File: src/rtl/offchip_link_rx.sv
// rtl/offchip_link_rx.sv - off-chip nibble link receiver: word FIFO, byte reassembly, toggle credits
// Optional macro OFFCHIP_LINK_RX_PARITY_EN adds i_link_par/o_par_err and 5-bit FIFO entries.
module offchip_link_rx #(
  parameter int DEPTH       = 8,
  parameter int CREDIT_GRAN = 4
) (
  input  logic                     i_clk,
  input  logic                     i_rst,
  input  logic [3:0]               i_link_nib,
  input  logic                     i_link_vld,
`ifdef OFFCHIP_LINK_RX_PARITY_EN
  input  logic                     i_link_par,
  output logic                     o_par_err,
`endif
  output logic                     o_credit_tok,
  output logic [7:0]               o_data_out,
  output logic                     o_valid_out,
  input  logic                     i_ready,
  output logic                     o_ovf_err,
  output logic [$clog2(DEPTH):0]   o_fill
);

  localparam int AW = $clog2(DEPTH);
  localparam int PW = AW + 1;
  localparam int CW = (CREDIT_GRAN > 1) ? $clog2(CREDIT_GRAN) : 1;
`ifdef OFFCHIP_LINK_RX_PARITY_EN
  localparam int WW = 5;
`else
  localparam int WW = 4;
`endif

  typedef enum logic {S_LO = 1'b0, S_HI = 1'b1} state_t;

  logic [WW-1:0] r_mem [DEPTH];
  logic [PW-1:0] r_wr_ptr, r_rd_ptr;
  logic [3:0]    r_lo;
  logic [7:0]    r_data;
  logic          r_valid, r_tok, r_ovf;
  logic [CW-1:0] r_pop_cnt;
  state_t        r_state, w_next;

  logic [PW-1:0] w_fill;
  logic          w_full, w_empty, w_pop, w_load, w_wr;
  logic [WW-1:0] w_head, w_wdata;

  assign w_fill  = r_wr_ptr - r_rd_ptr;
  assign w_full  = (w_fill == PW'(DEPTH));
  assign w_empty = (w_fill == '0);
  assign w_head  = r_mem[r_rd_ptr[AW-1:0]];
  // A full FIFO still takes a word when the head leaves in the same cycle.
  assign w_wr    = i_link_vld && (!w_full || w_pop);

`ifdef OFFCHIP_LINK_RX_PARITY_EN
  assign w_wdata = {i_link_par, i_link_nib};
`else
  assign w_wdata = i_link_nib;
`endif

  always_ff @(posedge i_clk) begin
    if (i_rst) r_state <= S_LO;
    else       r_state <= w_next;
  end

  always_comb begin
    w_next = r_state;
    case (r_state)
      S_LO: if (!w_empty) w_next = S_HI;
      S_HI: if (!w_empty && (!r_valid || i_ready)) w_next = S_LO;
      default: w_next = S_LO;
    endcase
  end

  always_comb begin
    w_pop  = 1'b0;
    w_load = 1'b0;
    case (r_state)
      S_LO: w_pop = !w_empty;
      S_HI: begin
        w_pop  = !w_empty && (!r_valid || i_ready);
        w_load = w_pop;
      end
      default: ;
    endcase
  end

  always_ff @(posedge i_clk) begin
    if (w_wr) r_mem[r_wr_ptr[AW-1:0]] <= w_wdata;
  end

  always_ff @(posedge i_clk) begin
    if (i_rst) begin
      r_wr_ptr  <= '0;
      r_rd_ptr  <= '0;
      r_lo      <= '0;
      r_data    <= '0;
      r_valid   <= 1'b0;
      r_tok     <= 1'b0;
      r_ovf     <= 1'b0;
      r_pop_cnt <= '0;
    end else begin
      if (w_wr) r_wr_ptr <= r_wr_ptr + 1'b1;
      else if (i_link_vld) r_ovf <= 1'b1;
      if (w_pop) begin
        r_rd_ptr <= r_rd_ptr + 1'b1;
        if (r_pop_cnt == CW'(CREDIT_GRAN - 1)) begin
          r_pop_cnt <= '0;
          r_tok     <= ~r_tok;
        end else begin
          r_pop_cnt <= r_pop_cnt + 1'b1;
        end
      end
      if (r_state == S_LO && w_pop) r_lo <= w_head[3:0];
      // Loading while the old byte drains keeps valid high with no bubble.
      if (w_load) begin
        r_data  <= {w_head[3:2], r_lo[3:2], w_head[1:0], r_lo[1:0]};
        r_valid <= 1'b1;
      end else if (r_valid && i_ready) begin
        r_valid <= 1'b0;
      end
    end
  end

`ifdef OFFCHIP_LINK_RX_PARITY_EN
  logic r_par_err;
  always_ff @(posedge i_clk) begin
    if (i_rst)                  r_par_err <= 1'b0;
    else if (w_pop && !(^w_head)) r_par_err <= 1'b1;
  end
  assign o_par_err = r_par_err;
`endif

  assign o_credit_tok = r_tok;
  assign o_data_out   = r_data;
  assign o_valid_out  = r_valid;
  assign o_ovf_err    = r_ovf;
  assign o_fill       = w_fill;

endmodule

File: config.mk
export PLATFORM = sky130hd
export DESIGN_NAME = offchip_link_rx
export DESIGN_NICKNAME = d
export VERILOG_FILES = /design/src/rtl/offchip_link_rx.sv
export SDC_FILE = /design/constraint.sdc
export NUM_CORES = 1
export LEC_CHECK = 0
export ABC_AREA = 1
export ABC_CLOCK_PERIOD_IN_PS = 2500
export BUFFER_PORTS_ARGS = -buffer_cell sky130_fd_sc_hd__buf_2
export CAP_MARGIN = 20
export CELL_PAD_IN_SITES_DETAIL_PLACEMENT = 1
export CELL_PAD_IN_SITES_GLOBAL_PLACEMENT = 1
export CORE_MARGIN = 2
export CORE_UTILIZATION = 45
export CTS_CLUSTER_DIAMETER = 200
export DETAILED_ROUTE_END_ITERATION = 8
export PLACE_DENSITY = 0.8
export SYNTH_ARGS = -nofsm -noshare
export SYNTH_HDL_FRONTEND = slang
export SYNTH_SLANG_ARGS = --single-unit
File: constraint.sdc
create_clock -name i_clk -period 2.5 [get_ports i_clk]
set_input_delay 0.125 -clock i_clk [delete_from_list [all_inputs] [get_ports i_clk]]
set_output_delay 0.125 -clock i_clk [all_outputs]
set_load 0.05 [all_outputs]
==> reports/metrics.csv, run 1 <==
metric,value,unit
outcome,completed,
drtPass1Iterations,4,
final_core_utilization,53.0,%
final_nets,335,
timing.critical_path.from_type,register,
post_synth_instance_area,0.00271,mm^2
i_o_pin_count,23,
via_count,2054,
final_max_slew_viol_count,0,
numCtsBuffers,9,
synth_top_area_share,35.5,%
synth.avg_cell_area,9.24,um^2
power.density,1270,mW/mm^2
timing.reg2reg.worst_path_depth,9,
grtUsageTotal,21.4,%
layout_common_cells,"sky130_fd_sc_hd__nand2_1, sky130_fd_sc_hd__nor2_1, sky130_fd_sc_hd__inv_1",
drt_drc_violations_left,0,
vias_in_the_first_global_route,2075,
vdd_drop_max,0.702,mV
place_area,0.00285,mm^2
report.final.hold_viol_count,0,
fmax,419,MHz
core_region_area,0.00585,mm^2
synth.distinct_cells,32,
rsz0062_at_grt,true,
wirelength,6430,um
maximum_clock_path_buffer_count,2,
grt_overflow,0,
kind_of_end_point_of_the_critical_path,register,
die_width,81.6,um
yosys_warnings,0,
avgRoutedWirePerCell,16.1,um
synth_xor_area_share,0.647,%
reg2reg_setup_slack,110,ps
crit_path_start,r_wr_ptr[0],
synth_fa_ha_area_share,3.51,%
worst_r2r_startpoint,r_wr_ptr[0],
portBuffers,22,
most_common_cell_after_layout_fill_and_taps_aside,sky130_fd_sc_hd__nand2_1,
grt_start_max_net_pins,18,
post-route-cell-area,0.00310,mm^2
detail-route-antenna-nets,0,
post-route-period-util,95.4,%
postSynthCellCount,293,
main_combinational_cell_family_by_area_after_synthesis,simple AND/OR/NAND/NOR gates,
synth_nets,308,
row_count,28,
htree_num_levels,3,
crit_path_top_delay_cell,sky130_fd_sc_hd__fa_2,
tritoncts,yes,
root_buffer,sky130_fd_sc_hd__clkbuf_8,
cp_cell_instances,inv_1 -> ha_1 -> inv_1 -> fa_2 -> or2_0 -> nor2_2 -> nand4_1 -> nand3_2 -> nor2_2,
antenna_cells_inserted,0,
tightestPinTransition,623,ps
grt_antenna_before_repair,0,
final_layout_size_suffix_gt1_share,18.5,%
place_ws,45.6,ps
die_height,81.6,um
power.leakage,1.29,nW
post_synth_mux_area_share,0,%
synth-simple-area-share,20.3,%
path_clk_slew,70,ps
tritoncts_num_sinks,61,
path_type_of_the_worst_min_delay_path,primary input to register,
synth-seq-area-share,57.0,%
setup_viol_count_final,0,
route.detailed.vias_per_inst,5.14,
final.fill_count,668,
wire_length_of_the_first_global_routing_pass,10300,um
holdBufCountCts,0,
kind_of_critical_path,register to register,
max_slew_margin,58.4,%
critPathMaxStageDelay,440,ps
setup_skew_after_layout,8.13,ps
synth.top_cells.by_area,"sky130_fd_sc_hd__edfxtp_1, sky130_fd_sc_hd__dfxtp_1, sky130_fd_sc_hd__nor2_1, sky130_fd_sc_hd__nand2_1, sky130_fd_sc_hd__inv_1",
synthDominantAreaCellType,sky130_fd_sc_hd__edfxtp_1,
layout_setup_ws,115,ps
synth_compound_gate_area_share,10.3,%
rr_endpoint,r_mem[6][3],
clock_insertion_delay_worst_skew,350,ps
time_the_final_worst_path_needs_with_i_o_delays_and_setup,2390,ps
setup.worst_path.end,r_mem[6][3],
postSynthRegisterBits,61,
gp_routability_congestion,0.821,
design.die.area,0.00665,mm^2
drv_cap,0,
worst-endpoint-arrival,2490,ps
worst-path-max-fanout,5,
critPathRequiredTime,2600,ps
area.growth.synth_to_final,14.6,%
dp_hpwl,4510,um
initial_core_util,46.3,%
1st_iter_drt_viols,145,
[layer usage]
layer  track usage (%)  vias to the layer above  part of all wire, %
li1                  -                     1019                    -
met1              26.6                      987                   46
met2              35.2                       40                   49
met3              6.48                        8                  4.1
met4              7.97                        0                  1.0
met5                 0                        -                    0
[registers in the layout, summed over array words and instances (netlist names), named ones only]
signal	flops
r_lo	4
r_rd_ptr	4
o_valid_out	1
r_mem	32
r_pop_cnt	2
o_data_out	8
o_ovf_err	1
r_wr_ptr	4
r_state	1
o_credit_tok	1
[logic make-up after synthesis]
kind of cell	Yosys count
AO/OA/AOI/OAI	47
XOR/XNOR	2
adder cells (fa/ha/maj)	7
buffers and inverters	45
flip-flops	61
AND/OR/NAND/NOR	131
[power by group]
part	leakage (nW)	internal, mW	switching, mW
combinational	0.663	0.439	1.17
sequential	0.530	1.22	0.132
clock	0.100	0.559	0.404
total	1.29	2.22	1.70
[Yosys cell counts (all sizes together)]
cell,n
buf,7
o2111ai,1
o211ai,4
o211a,1
xor2,2
edfxtp,32
a21oi,11
nor2b,1
or2,2
clkbuf,3
nand4,5
dfxtp,29
nor2,58
o22ai,7
inv,34
nand3,9
bufbuf,1
nand2,55
fa,1
nor3,1
o21ai,23
ha,6
[final cells by class]
class	count	area [um^2]	area share [%]
Inverter	34	128	4.12
Clock inverter	6	87.6	2.82
Multi-Input combinational cell	187	975	31.4
Timing Repair Buffer	27	148	4.76
Clock buffer	10	128	4.12
Sequential cell	61	1540	49.7
Tap cell	75	93.8	3.03
[critical path, delay by kind of cell, from the launching register on]
kind                     cells  cell delay (ps)
flip-flops                   1              330
AND/OR/NAND/NOR              5             1000
buffers and inverters        2              170
adder cells (fa/ha/maj)      2              640
[what timing repair did]
action,CTS,global route
endpoints found under the setup margin,4,40
pin swaps,0,1
setup buffers,0,1
gates resized for setup,2,9
[worst min path at each step]
stage / to / cells past startpoint / slack (ps) / startpoint
floorplan: r_mem[0][0] / 0 / 220 / i_link_nib[0]
global placement: r_mem[3][2] / 1 / 440 / i_link_nib[2]
detailed placement: r_mem[0][3] / 1 / 440 / i_link_nib[3]
CTS: r_mem[3][3] / 1 / 70 / i_link_nib[3]
global route: r_mem[3][0] / 1 / 80 / i_link_nib[0]
finish: r_mem[7][0] / 1 / 80 / i_link_nib[0]
[per-stage QoR]
step	cells	power [mW]	hold WS, ps	TNS [ps]
final	400	3.92	82.0	0
after global placement	383	2.88	437	0
after CTS	399	3.93	68.0	0
after global routing	400	4.19	80.5	-519
after detailed placement	383	2.95	436	0
after floorplan	293	2.66	224	0
Power figures use the tool's default switching activity.
==> inputs of run 2 (changes only) <==
Settings changed: ABC_AREA 1 to default, CORE_UTILIZATION 45 to 48.
==> run 2 against run 1 <==
Utilization is 8.6 points higher; design area is 2.7% higher; die area is 9.6% lower; global-route usage is 1.7 points higher; worst setup slack worse by 0.61 ps; critical path type unchanged; critical endpoint is now r_mem[3][3]; largest cell class unchanged.
==> reports/metrics.csv, run 2 <==
metric,value,unit,change
avgRoutedWirePerCell,19.2,um,was 16.1 um
synth_compound_gate_area_share,7.86,%,was 10.3%
hold_slack,91.4,ps,was 82.0 ps
core_region_area,0.00517,mm^2,was 0.00585 mm^2
tritoncts,yes,,unchanged
async_reset_ff_share,0,%,unchanged
numCtsBuffers,9,,unchanged
relative_contribution_of_the_clock_network_to_total_power,23.5,%,was 24.6%
timing.critical_path.from_type,register,,unchanged
design.die.area,0.00601,mm^2,was 0.00665 mm^2
wirelength,6070,um,was 6430 um
grtUsageTotal,23.1,%,was 21.4%
synth_nets,218,,was 308
root_buffer,sky130_fd_sc_hd__clkbuf_8,,unchanged
yosys_warnings,0,,unchanged
dp_hpwl,4320,um,was 4510 um
htree_num_levels,3,,unchanged
seqCellArea,0.00155,mm^2,was 0.00154 mm^2
synth-seq-area-share,59.4,%,was 57.0%
row_count,26,,was 28
synth_top_area_share,37.0,%,was 35.5%
sw_ratio,39.9,%,was 43.4%
holdBufCountCts,0,,unchanged
post_synth_instance_area,0.00260,mm^2,was 0.00271 mm^2
time_the_final_worst_path_needs_with_i_o_delays_and_setup,2390,ps,about the same
synth_edf_count,32,,unchanged
wire_length_of_the_first_global_routing_pass,10300,um,about the same
clock_insertion_delay_worst_skew,330,ps,was 350 ps
power.leakage,1.21,nW,was 1.29 nW
outcome,completed,,unchanged
power.net_switching,1.55,mW,was 1.70 mW
portBuffers,22,,unchanged
worst-path-max-fanout,5,,unchanged
setup_viol_count_final,0,,unchanged
kind_of_end_point_of_the_critical_path,register,,unchanged
die_width,77.5,um,was 81.6 um
layout_common_cells,"sky130_fd_sc_hd__edfxtp_1, sky130_fd_sc_hd__dfxtp_1, sky130_fd_sc_hd__buf_2",,"was sky130_fd_sc_hd__nand2_1, sky130_fd_sc_hd__nor2_1, sky130_fd_sc_hd__inv_1"
kind_of_critical_path,register to register,,unchanged
post-route-period-util,95.4,%,about the same
most_common_cell_after_layout_fill_and_taps_aside,sky130_fd_sc_hd__edfxtp_1,,was sky130_fd_sc_hd__nand2_1
detail-route-antenna-nets,0,,unchanged
antenna_cells_inserted,0,,unchanged
postSynthCellCount,203,,was 293
dpl.cell_count,296,,was 383
via_count,1737,,was 2054
report.final.hold_viol_count,0,,unchanged
layoutNonFillerInstCount,316,,was 400
power.share.combinational,40.9,%,was 41.0%
post_synth_mux_area_share,11.6,%,was 0%
cell_internal_pwr,2.33,mW,was 2.22 mW
gp_routability_congestion,0.878,,was 0.821
1st_iter_drt_viols,97,,was 145
worst-endpoint-arrival,2480,ps,was 2490 ps
final_layout_size_suffix_gt1_share,33.3,%,was 18.5%
rsz0062_at_grt,false,,was true
multiInputGateArea,0.00107,mm^2,was 975 um^2
synth-simple-area-share,12.4,%,was 20.3%
area.growth.synth_to_final,22.7,%,was 14.6%
initial_core_util,50.2,%,was 46.3%
main_combinational_cell_family_by_area_after_synthesis,simple AND/OR/NAND/NOR gates,,unchanged
drv_cap,0,,unchanged
final_nets,256,,was 335
vias_in_the_first_global_route,1949,,was 2075
synth_xor_area_share,1.69,%,was 0.647%
postSynthRegisterBits,61,,unchanged
grt_antenna_before_repair,0,,unchanged
final_max_slew_viol_count,0,,unchanged
setup_skew_after_layout,5.42,ps,was 8.13 ps
path_type_of_the_worst_min_delay_path,primary input to register,,unchanged
fmax,419,MHz,about the same
fraction_of_power_consumed_by_sequential_logic,35.6,%,was 34.4%
power.density,1220,mW/mm^2,was 1270 mW/mm^2
list_of_most_frequent_post_synthesis_cells,"sky130_fd_sc_hd__edfxtp_1, sky130_fd_sc_hd__dfxtp_1, sky130_fd_sc_hd__nor2_1, sky130_fd_sc_hd__mux2i_1",,"was sky130_fd_sc_hd__nor2_1, sky130_fd_sc_hd__nand2_1, sky130_fd_sc_hd__inv_1, sky130_fd_sc_hd__edfxtp_1, sky130_fd_sc_hd__dfxtp_1"
drt_drc_violations_left,0,,unchanged
grt_overflow,0,,unchanged
synth.avg_cell_area,12.8,um^2,was 9.24 um^2
tightestPinTransition,555,ps,was 623 ps
vdd_drop_max,1.01,mV,was 0.702 mV
synth.top_cells.by_area,"sky130_fd_sc_hd__edfxtp_1, sky130_fd_sc_hd__dfxtp_1, sky130_fd_sc_hd__mux4_2, sky130_fd_sc_hd__mux2i_1, sky130_fd_sc_hd__ha_1",,"was sky130_fd_sc_hd__edfxtp_1, sky130_fd_sc_hd__dfxtp_1, sky130_fd_sc_hd__nor2_1, sky130_fd_sc_hd__nand2_1, sky130_fd_sc_hd__inv_1"
dominantRegCellSynth,sky130_fd_sc_hd__edfxtp_1,,unchanged
path_clk_slew,70,ps,about the same
i_o_pin_count,23,,unchanged
yosys.cell_count.top_type,sky130_fd_sc_hd__edfxtp_1,,was sky130_fd_sc_hd__nor2_1
max_slew_margin,62.9,%,was 58.4%
tritoncts_num_sinks,61,,unchanged
synthDominantAreaCellType,sky130_fd_sc_hd__edfxtp_1,,unchanged
largest_register_ff_count,32,,unchanged
critPathRequiredTime,2600,ps,about the same
drtPass1Iterations,4,,unchanged
route.detailed.vias_per_inst,5.50,,was 5.14
die_height,77.5,um,was 81.6 um
synth_fa_ha_area_share,3.66,%,was 3.51%
grt_start_max_net_pins,32,,was 18
final.fill_count,517,,was 668
maximum_clock_path_buffer_count,2,,unchanged
synth.distinct_cells,38,,was 32
run 2: changes by cell type after synthesis, sizes merged, moves of 4 or more:
cell,change
o22ai,-7
nand2b,+9
nand3,-5
inv,-24
mux2i,+12
o211ai,-4
nand2,-44
mux4,+8
o21ai,-12
nand4,-5
nor3,+6
nor2,-40
run 2: final cells by class:
cell class | instances | area share, %
clock buffer | 14 | 6.44
clock inverter | 2 | 0.314
inverter | 10 | 1.34
multi-input combinational | 122 | 33.5
sequential | 61 | 48.5
tap | 70 | 2.75
timing repair buffer | 37 | 7.11
run 2: per-stage QoR:
stage / worst slack [ps] / cell area (um^2) / util (%) / setup TNS (ps) / total power, mW
after floorplan: -151 / 2680 / - / -2250 / 2.59
after global placement: 47.8 / 2910 / 56.2 / 0 / 2.86
after detailed placement: -76.2 / 2910 / 56.2 / -690 / 2.97
after CTS: -4.31 / 3170 / 61.3 / -16.6 / 3.91
after global routing: 5.84 / 3190 / 61.6 / 0 / 4.11
final: 114 / 3190 / 61.6 / 0 / 3.88
run 2: worst max-delay path, stage by stage, from the launching register on:
cell,delay [ps]
sky130_fd_sc_hd__dfxtp_4,360
sky130_fd_sc_hd__inv_6,50
sky130_fd_sc_hd__ha_4,120
sky130_fd_sc_hd__inv_2,30
sky130_fd_sc_hd__fa_2,370
sky130_fd_sc_hd__xor2_4,170
sky130_fd_sc_hd__or3_4,350
sky130_fd_sc_hd__o41ai_4,290
sky130_fd_sc_hd__buf_6,180
sky130_fd_sc_hd__nor3_1,50
sky130_fd_sc_hd__buf_4,160
run 2: metal layers:
layer | vias to the layer above | wire length [um] | track usage [%]
met3 | 12 | 205 | 5.47
met1 | 874 | 2650 | 28.5
met5 | - | 0 | 0
li1 | 816 | - | -
met4 | 0 | 135 | 10.2
met2 | 35 | 3070 | 38.6
run 2: path summary, 6_finish.rpt:
kind	start	endpoint	slack, ps	depth (start not counted)
worst min register to register	o_data_out[7]	o_data_out[7]	470	2
worst max register to register	r_wr_ptr[0]	r_mem[3][3]	110	10
worst min-delay path	i_link_nib[2]	r_mem[2][2]	90	1
worst max-delay path	r_wr_ptr[0]	r_mem[3][3]	110	10
run 2: power groups by stage:
stage	logic (mW)	clock network [mW]	registers (mW)
finish	1.59	0.913	1.38
global route	1.73	0.976	1.41
CTS	1.60	0.925	1.39
detailed placement	1.56	0	1.40
global placement	1.48	0	1.38
floorplan	1.10	0	1.49
run 2: kinds of logic after synthesis:
kind of cell | after synthesis
AND/OR/NAND/NOR | 62
AO/OA/AOI/OAI | 28
multiplexers | 20
buffers and inverters | 20
adder cells (fa/ha/maj) | 7
flip-flops | 61
XOR/XNOR | 5
run 2: repair_timing:
action                                  4_1_cts  5_1_grt
setup buffers                                 3        0
gates cloned                                  1        0
endpoints found under the setup margin       24       36
pin swaps                                     3        3
resized for setup                             5        4
